==> src/rtl/delay_seq_gen.sv <==
// rtl/delay_seq_gen.sv - ordered release of NUM_CH enables, each after its own programmable delay
module delay_seq_gen #(
    parameter int NUM_CH = 4,
    parameter int CNT_W  = 8
) (
    input  logic                     clk_i,
    input  logic                     arst_n_i,
    input  logic                     start_i,
    input  logic [NUM_CH*CNT_W-1:0]  dly_i,
    output logic [NUM_CH-1:0]        ch_o,
    output logic [NUM_CH-1:0]        ch_pulse_o,
    output logic                     busy_o,
    output logic                     done_o
);

    localparam int IDX_W = (NUM_CH > 1) ? $clog2(NUM_CH) : 1;

    typedef enum logic [1:0] {
        ST_LOAD = 2'd0,
        ST_RUN  = 2'd1,
        ST_DONE = 2'd2
    } state_t;

    state_t                 state_q, state_d;
    logic [IDX_W-1:0]       idx_q, idx_d;
    logic [CNT_W-1:0]       cnt_q, cnt_d;
    logic [NUM_CH-1:0]      ch_q, ch_d;
    logic [NUM_CH-1:0]      pulse_q, pulse_d;
    logic [CNT_W-1:0]       dly_q [NUM_CH];
    logic [CNT_W-1:0]       dly_d [NUM_CH];
    logic [CNT_W-1:0]       cur_dly;
    logic [CNT_W-1:0]       eff;

    // A programmed delay of zero still costs one edge so every release is a distinct strobe.
    assign cur_dly = dly_q[idx_q];
    assign eff     = (cur_dly == '0) ? CNT_W'(1) : cur_dly;

    always_comb begin
        state_d = state_q;
        idx_d   = idx_q;
        cnt_d   = cnt_q;
        ch_d    = ch_q;
        pulse_d = '0;
        for (int k = 0; k < NUM_CH; k++) begin
            dly_d[k] = dly_q[k];
        end

        case (state_q)
            ST_LOAD: begin
                for (int k = 0; k < NUM_CH; k++) begin
                    dly_d[k] = dly_i[k*CNT_W +: CNT_W];
                end
                cnt_d   = '0;
                idx_d   = '0;
                ch_d    = '0;
                state_d = ST_RUN;
            end
            ST_RUN: begin
                // Restart wins over a release falling on the same edge.
                if (start_i) begin
                    ch_d    = '0;
                    cnt_d   = '0;
                    idx_d   = '0;
                    state_d = ST_LOAD;
                end else if (cnt_q == eff - CNT_W'(1)) begin
                    ch_d[idx_q]    = 1'b1;
                    pulse_d[idx_q] = 1'b1;
                    cnt_d          = '0;
                    if (idx_q == IDX_W'(NUM_CH - 1)) begin
                        state_d = ST_DONE;
                    end else begin
                        idx_d = idx_q + IDX_W'(1);
                    end
                end else begin
                    cnt_d = cnt_q + CNT_W'(1);
                end
            end
            ST_DONE: begin
                if (start_i) begin
                    ch_d    = '0;
                    cnt_d   = '0;
                    idx_d   = '0;
                    state_d = ST_LOAD;
                end
            end
            default: begin
                state_d = ST_LOAD;
                ch_d    = '0;
                cnt_d   = '0;
                idx_d   = '0;
            end
        endcase
    end

    always_ff @(posedge clk_i or negedge arst_n_i) begin
        if (!arst_n_i) begin
            state_q <= ST_LOAD;
            idx_q   <= '0;
            cnt_q   <= '0;
            ch_q    <= '0;
            pulse_q <= '0;
            for (int k = 0; k < NUM_CH; k++) begin
                dly_q[k] <= '0;
            end
        end else begin
            state_q <= state_d;
            idx_q   <= idx_d;
            cnt_q   <= cnt_d;
            ch_q    <= ch_d;
            pulse_q <= pulse_d;
            for (int k = 0; k < NUM_CH; k++) begin
                dly_q[k] <= dly_d[k];
            end
        end
    end

    assign ch_o       = ch_q;
    assign ch_pulse_o = pulse_q;
    assign done_o     = (state_q == ST_DONE);
    assign busy_o     = ~done_o;

endmodule

==> config.mk <==
export PLATFORM = sky130hd
export DESIGN_NAME = delay_seq_gen
export DESIGN_NICKNAME = d
export VERILOG_FILES = /design/src/rtl/delay_seq_gen.sv
export SDC_FILE = /design/constraint.sdc
export NUM_CORES = 1
export LEC_CHECK = 0
export CORE_AREA = 2 2 74 76
export CTS_BUF_LIST = sky130_fd_sc_hd__clkbuf_16
export DETAILED_ROUTE_END_ITERATION = 16
export DIE_AREA = 0 0 76 78
export PLACE_DENSITY = 0.83
export RECOVER_POWER = 50
export SYNTH_ARGS = -nofsm -noshare
export SYNTH_HDL_FRONTEND = slang
export SYNTH_SLANG_ARGS = --single-unit
export TNS_END_PERCENT = 10
==> constraint.sdc <==
create_clock -name clk_i -period 4.6 [get_ports clk_i]
set_clock_uncertainty 0.15 [all_clocks]
set_input_delay 0.69 -clock clk_i [delete_from_list [all_inputs] [get_ports clk_i]]
set_output_delay 0.69 -clock clk_i [all_outputs]
set_load 0.1 [all_outputs]
# After elaboration in Yosys (flattened, before gate mapping)
# Cells that the tools add are included.
[classes] n_bitwise=3 add_sub_neg=3 mux=26 order_cmp=3 reduce_logical=6 n_eq_ne=8
[op_table] cell="two-way mux 8 bit" count=6
[op_table] cell="two-way mux 4 bit" count=6
[op_table] cell="binary-select mux 8 bit (select 2 bit)" count=1
[op_table] cell="one-hot mux 8 bit (2 select lines)" count=1
[op_table] cell="two-way mux 2 bit" count=7
[op_table] cell="inequality test 3 bit, second input constant" count=3
[op_table] cell="adder 8 x 1 -> 8 bit, second input constant" count=1
[op_table] cell="== test 8 bit" count=1
[op_table] cell="logical NOT 8 bit" count=1
[op_table] cell="one-hot mux 4 bit (2 select lines)" count=1
[op_table] cell="subtractor 8 x 1 -> 8 bit, second input constant" count=1
[op_table] cell="one-hot mux 2 bit (3 select lines)" count=1
[op_table] cell="AND reduction 3 bit" count=2
[op_table] cell="== test 2 bit, second input constant" count=2
[op_table] cell="OR 4 bit" count=1
[op_table] cell="one-hot mux 2 bit (2 select lines)" count=1
[op_table] cell=">= comparator 3 bit, second input constant" count=1
[op_table] cell="< comparator 2 x 3 -> 1 bit, second input constant" count=1
[op_table] cell="inverter 2 -> 3 bit" count=1
[op_table] cell="adder 2 x 1 -> 2 bit, second input constant" count=1
[op_table] cell="demux 1 bit (select 2 bit)" count=1
[op_table] cell="== test 2 x 1 -> 1 bit, second input constant" count=1
[op_table] cell=">= comparator 2 x 1 -> 1 bit, second input constant" count=1
[op_table] cell="logical NOT 2 bit" count=1
[op_table] cell="other kinds (5)" count=5
[word_totals] out_inout_bits=10 regBits=52 inputBits=35 elab_cells=58

# Depth between registers and ports, before layout
# Gate-level depths: netlist of run 1.
[depth] word_depth=11 depth_mapped=12 ltp_nobuf=10

# Worst setup path after synthesis of run 1
# OpenSTA, ideal clock, no wires.
[synth_timing] path_type="reg2reg" start="reg idx_q[0]" end="reg idx_q[1]" arrival_time_ns=3.052 path_buffers=2 setup_slack_ns=1.277 required_ns=4.330 path_stages_with_launch=13 path_cell_list="dfrtp_1 > buf_6 > mux4_2 > nor4_4 > a31oi_1 > ha_1 > nor3b_2 > xor2_1 > o31ai_1 > o21ai_1 > buf_6 > o311a_1 > a41o_1"
[synth_between] elab_chain_cells=10 elab_cells_between_ends=17 cone_classes="add/sub (2); eq/ne (4); mux (8); bitwise (1); reduce/logical (2)"
[synth_rtl] element="from (decl)" line="25" text="logic [IDX_W-1:0] idx_q, idx_d;"
[synth_rtl] element="from (signal assigned)" line="107" text="idx_q <= idx_d;"
[synth_rtl] element="inverter 2 -> 3 bit (not written as such)" line="35" text="assign cur_dly = dly_q[idx_q];"
[synth_rtl] element="binary-select mux 8 bit (select 2 bit)" line="35"
[synth_rtl] element="two-way mux 8 bit (not written as such) (2 in a row)" line="35"
[synth_rtl] element="logical NOT 8 bit" line="36" text="assign eff = (cur_dly == '0) ? CNT_W'(1) : cur_dly;"
[synth_rtl] element="two-way mux 8 bit" line="36"
[synth_rtl] element="subtractor 8 x 1 -> 8 bit" line="65" text="end else if (cnt_q == eff - CNT_W'(1)) begin"
[synth_rtl] element="== test 8 bit" line="65"
[synth_rtl] element="inequality test 3 bit (no source line)"
[synth_rtl] element="AND reduction 3 bit (no source line)"
# Several ways; a longest one is shown, not always the timed one. The select of a mux whose other input is x is not followed.
# A chain may end at the register's enable or synchronous reset.

# Worst setup path after layout of run 1
[layout_timing] start="reg idx_q[0]" end="reg idx_q[0]"
# The elaborated chain is that of the path after synthesis.

==> results_dict.tcl, run 1 <==
set metrics [dict create \
    hold_viol 0 \
    relSlewSlack_pct -79.1 \
    power_frac_comb_pct 36.0 \
    hold_depth 1 \
    sw_frac_of_total_pct 30.9 \
    clk_path_buf_depth 2 \
    critical_path.top_delay_family "compound AO/OA/AOI/OAI gates" \
    antenna_found_initial 0 \
    die_y_um 78 \
    cp_data_required_time_ps 4630 \
    fmax_mhz 245 \
    n_antenna_cell 0 \
    ctsRootBufferMaster "clkbuf_16" \
    drtPass1Iterations 4 \
    power_switching_w 0.000538 \
    ctsResizeCount 0 \
    globalplace.congestion 0.790 \
    violations "max-capacitance violations, max-slew violations" \
    hpwl_um 3500 \
    maxCapViolCount 2 \
    syn_nets 250 \
    htreeDepth 2 \
    start_util_pct 52.5 \
    p_clk_share_pct 23.5 \
    synthCells 209 \
    p_int_w 0.00121 \
    cts_tree "built" \
    cpPeakStageDelay_ps 730 \
    core_um2 5040 \
    hold_start "dly_q[6]" \
    status "finished, violations left" \
    cts_made_buffers 5 \
    critPathLaunchType "flop" \
    path_max_fanout 12 \
    vdd_drop_max_v 0.000357 \
    whs_endpoint "dly_q[6]" \
    ys_warn_count 0 \
    ant_nets 0 \
    reg2reg_depth 10 \
    cts-hold-fix-buffers 0 \
    grt_pass1_wl_um 8510 \
    cp.arrival_ps 4120 \
    pin_count 45 \
    viasPerCell 5.67 \
    grt_max_degree 53 \
    final_nets 295 \
    grt_use_total_pct 18.2 \
    grt_setup_unrepaired "no" \
    wl_per_cell_um 15.3 \
    fp-row-count 26 \
    area_growth_pct 24.4 \
    syn_area_um2 2650 \
    cp-end-kind "flop" \
    vias 1843 \
    setup_tns_ps 0 \
    first_iter_violations 138 \
    crit_path_cell_trace "mux4_2 > nor4_4 > a31oi_1 > ha_1 > nor3b_2 > mux2i_1 > nor3b_1 > o21ai_1 > nor2_1 > a41o_1" \
    synth-seq-cells 52 \
    die_width_um 76 \
    leakagePower_nw 1.36 \
    cts_setup_buffers 0 \
    fin_crit_ps 4090 \
    r2r-start "idx_q[0]" \
    drv_slew 86 \
    seq_power_share_pct 40.5 \
    clk_latency_ps 290 \
    crit_type "flop to flop" \
    wirelength_um 4960 \
    ys_types 45 \
    drive_gt1_share_pct 22.4 \
    drc 0 \
    setup_viol 0 \
    cts_sinks 52 \
    r2r_slack_ps 510 \
    ys_seq_area_share_pct 49.1 \
    portBuffers 44 \
    rr_endpoint "idx_q[0]" \
    finalCritPeriodShare_pct 88.8 \
    timing.hold.ws_ps 357 \
    overflow 0 \
    die_area_um2 5930 \
    hp-class "flop to flop" \
    final_util_pct 65.4 \
    synth.avg_cell_area_um2 12.7 \
    critPathSlowestCell "dfrtp_1" \
    p_per_area_nw_per_um2 529 \
    worstMarginPinSlew_ps 2690 \
    path_clk_slew_ps 70 \
    grt_pass1_vias 1764 \
    cp.buffers_inverters 0 \
]
==> sequential cells by signal, indices dropped and copies added, names as in the netlist <==
| name | flops |
|---|---|
| dly_q | 32 |
| ch_o | 4 |
| state_q | 2 |
| cnt_q | 8 |
| idx_q | 2 |
| ch_pulse_o | 4 |
==> synth_stat cells <==
master | n | share of area [%]
a2111o_1 | 1 | 0.43
a211oi_2 | 2 | 0.94
a21oi_1 | 3 | 0.57
a22oi_1 | 1 | 0.28
a311o_1 | 1 | 0.38
a31o_2 | 1 | 0.33
a31oi_1 | 1 | 0.24
a41o_1 | 2 | 0.76
and2_1 | 1 | 0.24
and2b_1 | 1 | 0.28
and3_1 | 4 | 0.94
buf_2 | 1 | 0.19
buf_6 | 3 | 1.3
clkbuf_1 | 5 | 0.71
dfrtp_1 | 52 | 49
ha_1 | 6 | 2.8
inv_1 | 9 | 1.3
mux2_2 | 32 | 14
mux2i_1 | 1 | 0.38
mux4_2 | 8 | 6.8
nand2_1 | 10 | 1.4
nand2b_1 | 4 | 0.94
nand3_1 | 3 | 0.57
nand3b_1 | 1 | 0.28
nand4_1 | 2 | 0.47
nor2_1 | 10 | 1.4
nor3_1 | 2 | 0.38
nor3_2 | 1 | 0.38
nor3b_1 | 2 | 0.57
nor3b_2 | 1 | 0.47
nor4_1 | 1 | 0.24
nor4_4 | 1 | 0.80
nor4bb_1 | 2 | 0.76
o2111ai_1 | 1 | 0.33
o211ai_1 | 1 | 0.28
o21a_1 | 2 | 0.57
o21ai_0 | 7 | 1.3
o21ai_1 | 1 | 0.19
o21ai_2 | 1 | 0.33
o221ai_1 | 2 | 0.66
o311a_1 | 2 | 0.76
o31ai_1 | 5 | 1.4
or3_1 | 1 | 0.24
xnor2_1 | 5 | 1.7
xor2_1 | 6 | 2.0
==> area by class of cell <==
cell class	instances	area, um2
Fill cell	388	1750
Clock buffer	5	125
Tap cell	70	87.6
Sequential cell	52	1300
Inverter	9	33.8
Timing Repair Buffer	47	450
Clock inverter	3	38.8
Multi-Input combinational cell	139	1260
==> worst max-delay path by stage <==
stage,slack (ps),startpoint,to,cells past startpoint
finish,510,idx_q[0],idx_q[0],10
global route,220,idx_q[0],idx_q[0],10
CTS,550,idx_q[0],idx_q[0],10
detailed placement,560,idx_q[0],idx_q[0],10
global placement,690,idx_q[0],state_q[1],10
floorplan,1280,idx_q[0],idx_q[1],12
==> metrics by stage <==
stage               power (W)  cell area (um2)  instances  setup WS, ps
global placement      0.00131             3140        317           690
detailed placement    0.00134             3140        317           557
floorplan             0.00120             2650        209          1280
CTS                   0.00176             3300        325           546
finish                0.00174             3300        325           515
global route          0.00185             3300        325           215
==> placed cells by master, fill, tap and decap left out, types with 3 or more instances in the layout <==
| master | n |
|---|---|
| a21oi_1 | 3 |
| and3_1 | 4 |
| clkbuf_16 | 5 |
| clkdlybuf4s50_1 | 43 |
| dfrtp_1 | 52 |
| ha_1 | 6 |
| inv_1 | 10 |
| mux2_2 | 32 |
| mux4_2 | 8 |
| nand2_1 | 10 |
| nand2b_1 | 4 |
| nand3_1 | 3 |
| nor2_1 | 9 |
| o21ai_0 | 7 |
| o31ai_1 | 5 |
| xnor2_1 | 5 |
| xor2_1 | 6 |
==> cell families after synthesis <==
| logic type | synth area share, % |
|---|---|
| AO/OA/AOI/OAI | 9.78 |
| XOR/XNOR | 3.64 |
| adder cells (fa/ha/maj) | 2.83 |
| buffers and inverters | 3.45 |
| flip-flops | 49.1 |
| multiplexers | 20.8 |
| AND/OR/NAND/NOR | 10.4 |
==> routing by layer <==
layer	vias up	track usage (%)	share of wire, %
li1	858	-	-
met1	928	24.9	44
met2	50	29.2	49
met3	7	3.72	4.6
met4	0	6.18	1.7
met5	-	0	0
==> power groups by stage <==
stage | Clock, W | Sequential (W) | Combinational, W
6_report | 0.000410 | 0.000705 | 0.000628
4_1_cts | 0.000420 | 0.000708 | 0.000629
3_5_place_dp | 0 | 0.000715 | 0.000622
3_3_place_gp | 0 | 0.000707 | 0.000601
2_1_floorplan | 0 | 0.000677 | 0.000520
5_1_grt | 0.000440 | 0.000726 | 0.000688
No activity file was read; power rests on OpenSTA's default activity.
==> run 2, diff against run 1 <==
MAX_ROUTING_LAYER = met4   (was not set)
==> run 2 against run 1 <==
  * Worst setup slack improved by 26 ps
  * Routed wire length decreased by 0.44%
  * The flow still finishes with violations (max-capacitance violations, max-slew violations)
  * Combinational power about the same
  * Die area unchanged
  * Sequential cell count unchanged
  * Via count increased by 0.33%
  * Global-route usage increased by 0.50 points
  * Non-clock buffer count unchanged
  * Clock power about the same
  * First-iteration DRC count decreased by 8.7%
==> results_dict.tcl, run 2 (same netlist as run 1, synthesis figures left out) <==
set metrics [dict create \
    cp_data_required_time_ps 4630 \
    grt_use_total_pct 18.7 \
    status "finished, violations left" \
    cp.arrival_ps 4090 \
    vias 1849 \
    relSlewSlack_pct -79.8 \
    n_antenna_cell 0 \
    hold_viol 0 \
    leakagePower_nw 1.36 \
    ctsRootBufferMaster "clkbuf_16" \
    fmax_mhz 246 \
    violations "max-capacitance violations, max-slew violations" \
    hold_depth 1 \
    die_y_um 78 \
    reg_top3 "dly_q x32, cnt_q x8" \
    cp-end-kind "flop" \
    cts_setup_buffers 0 \
    maxCapViolCount 2 \
    portBuffers 44 \
    setup_viol 0 \
    stdcell_area_um2 3300 \
    wirelength_um 4940 \
    first_iter_violations 126 \
    grt_max_degree 53 \
    top_register "dly_q" \
    pin_count 45 \
    wl_per_cell_um 15.2 \
    final_nets 295 \
    drv_slew 86 \
    grt_pass1_wl_um 8500 \
    antenna_found_initial 0 \
    viasPerCell 5.69 \
    final_util_pct 65.4 \
    dp.cells 317 \
    path_max_fanout 12 \
    finalCritPeriodShare_pct 88.3 \
    fp-row-count 26 \
    layout_commonest_cell "dfrtp_1" \
    htreeDepth 2 \
    rr_endpoint "idx_q[0]" \
    hold_start "dly_q[6]" \
    ctsResizeCount 0 \
    die_area_um2 5930 \
    place_area_um2 3140 \
    drive_gt1_share_pct 22.4 \
    drc 0 \
    ant_nets 0 \
    vdd_drop_max_v 0.000356 \
    clk_latency_ps 290 \
    setup_tns_ps 0 \
    globalplace.congestion 0.801 \
    r2r_slack_ps 540 \
    crit_type "flop to flop" \
    p_per_area_nw_per_um2 528 \
    path_clk_slew_ps 70 \
    start_util_pct 52.5 \
    largest_reg_flops 32 \
    hp-class "flop to flop" \
    whs_endpoint "dly_q[6]" \
    r2r-start "idx_q[0]" \
    hpwl_um 3500 \
    critPathLaunchType "flop" \
    mostFrequentLayoutCells "dfrtp_1, clkdlybuf4s50_1, mux2_2" \
    grt_setup_unrepaired "no" \
    die_width_um 76 \
    cts_sinks 52 \
    cts_made_buffers 5 \
    reg2reg_depth 10 \
    clk_path_buf_depth 2 \
    instances_no_fill 325 \
    overflow 0 \
    drtPass1Iterations 4 \
    grt_pass1_vias 1774 \
    fin_crit_ps 4060 \
    worstMarginPinSlew_ps 2700 \
    cts-hold-fix-buffers 0 \
    core_um2 5040 \
    cts_tree "built" \
    area_growth_pct 24.4 \
]
==> run 2: cell counts in the layout (fill, tap and decap cells not counted) <==
Identical to the previous run, type by type.
==> run 2: area by class of cell <==
class / instances / area (um2)
timing repair buffer: 47 / 450
fill: 388 / 1750
tap: 70 / 87.6
clock buffer: 5 / 125
clock inverter: 3 / 38.8
multi-input combinational: 139 / 1260
inverter: 9 / 33.8
sequential: 52 / 1300
==> run 2: metal layers <==
layer | routed length, um | up-vias | GRT usage (%)
met5 | 0 | - | -
met2 | 2460 | 52 | 29.5
met3 | 216 | 7 | 3.60
met1 | 2180 | 930 | 24.7
met4 | 86 | 0 | 6.18
li1 | - | 860 | -
==> run 2: per-stage QoR <==
step                      power (W)  setup slack [ps]  hold WS, ps
after floorplan             0.00120              1280          244
after global placement      0.00131               690          332
after detailed placement    0.00134               557          339
after CTS                   0.00176               546          358
after global routing        0.00185               215          370
final                       0.00174               540          357
==> run 2: worst max path at each step <==
stage,startpoint,end,cells after the start
6_report,idx_q[0],idx_q[0],10
5_1_grt,idx_q[0],idx_q[0],10
4_1_cts,idx_q[0],idx_q[0],10
3_5_place_dp,idx_q[0],idx_q[0],10
3_3_place_gp,idx_q[0],state_q[1],10
2_1_floorplan,idx_q[0],idx_q[1],12
==> run 2: critical path: stages (launching register included) <==
cell and delay, ps:
dfrtp_1 730, mux4_2 700, nor4_4 370, a31oi_1 140, ha_1 220, nor3b_2 180, mux2i_1 180, nor3b_1 80
o21ai_1 630, nor2_1 260, a41o_1 310
==> run 2: power breakdown <==
group / leakage [nW] / switching [W] / total, W / internal, W
clock network: 0.0850 / 0.000155 / 0.000409 / 0.000254
registers: 0.648 / 0.0000921 / 0.000705 / 0.000613
logic: 0.624 / 0.000289 / 0.000627 / 0.000338
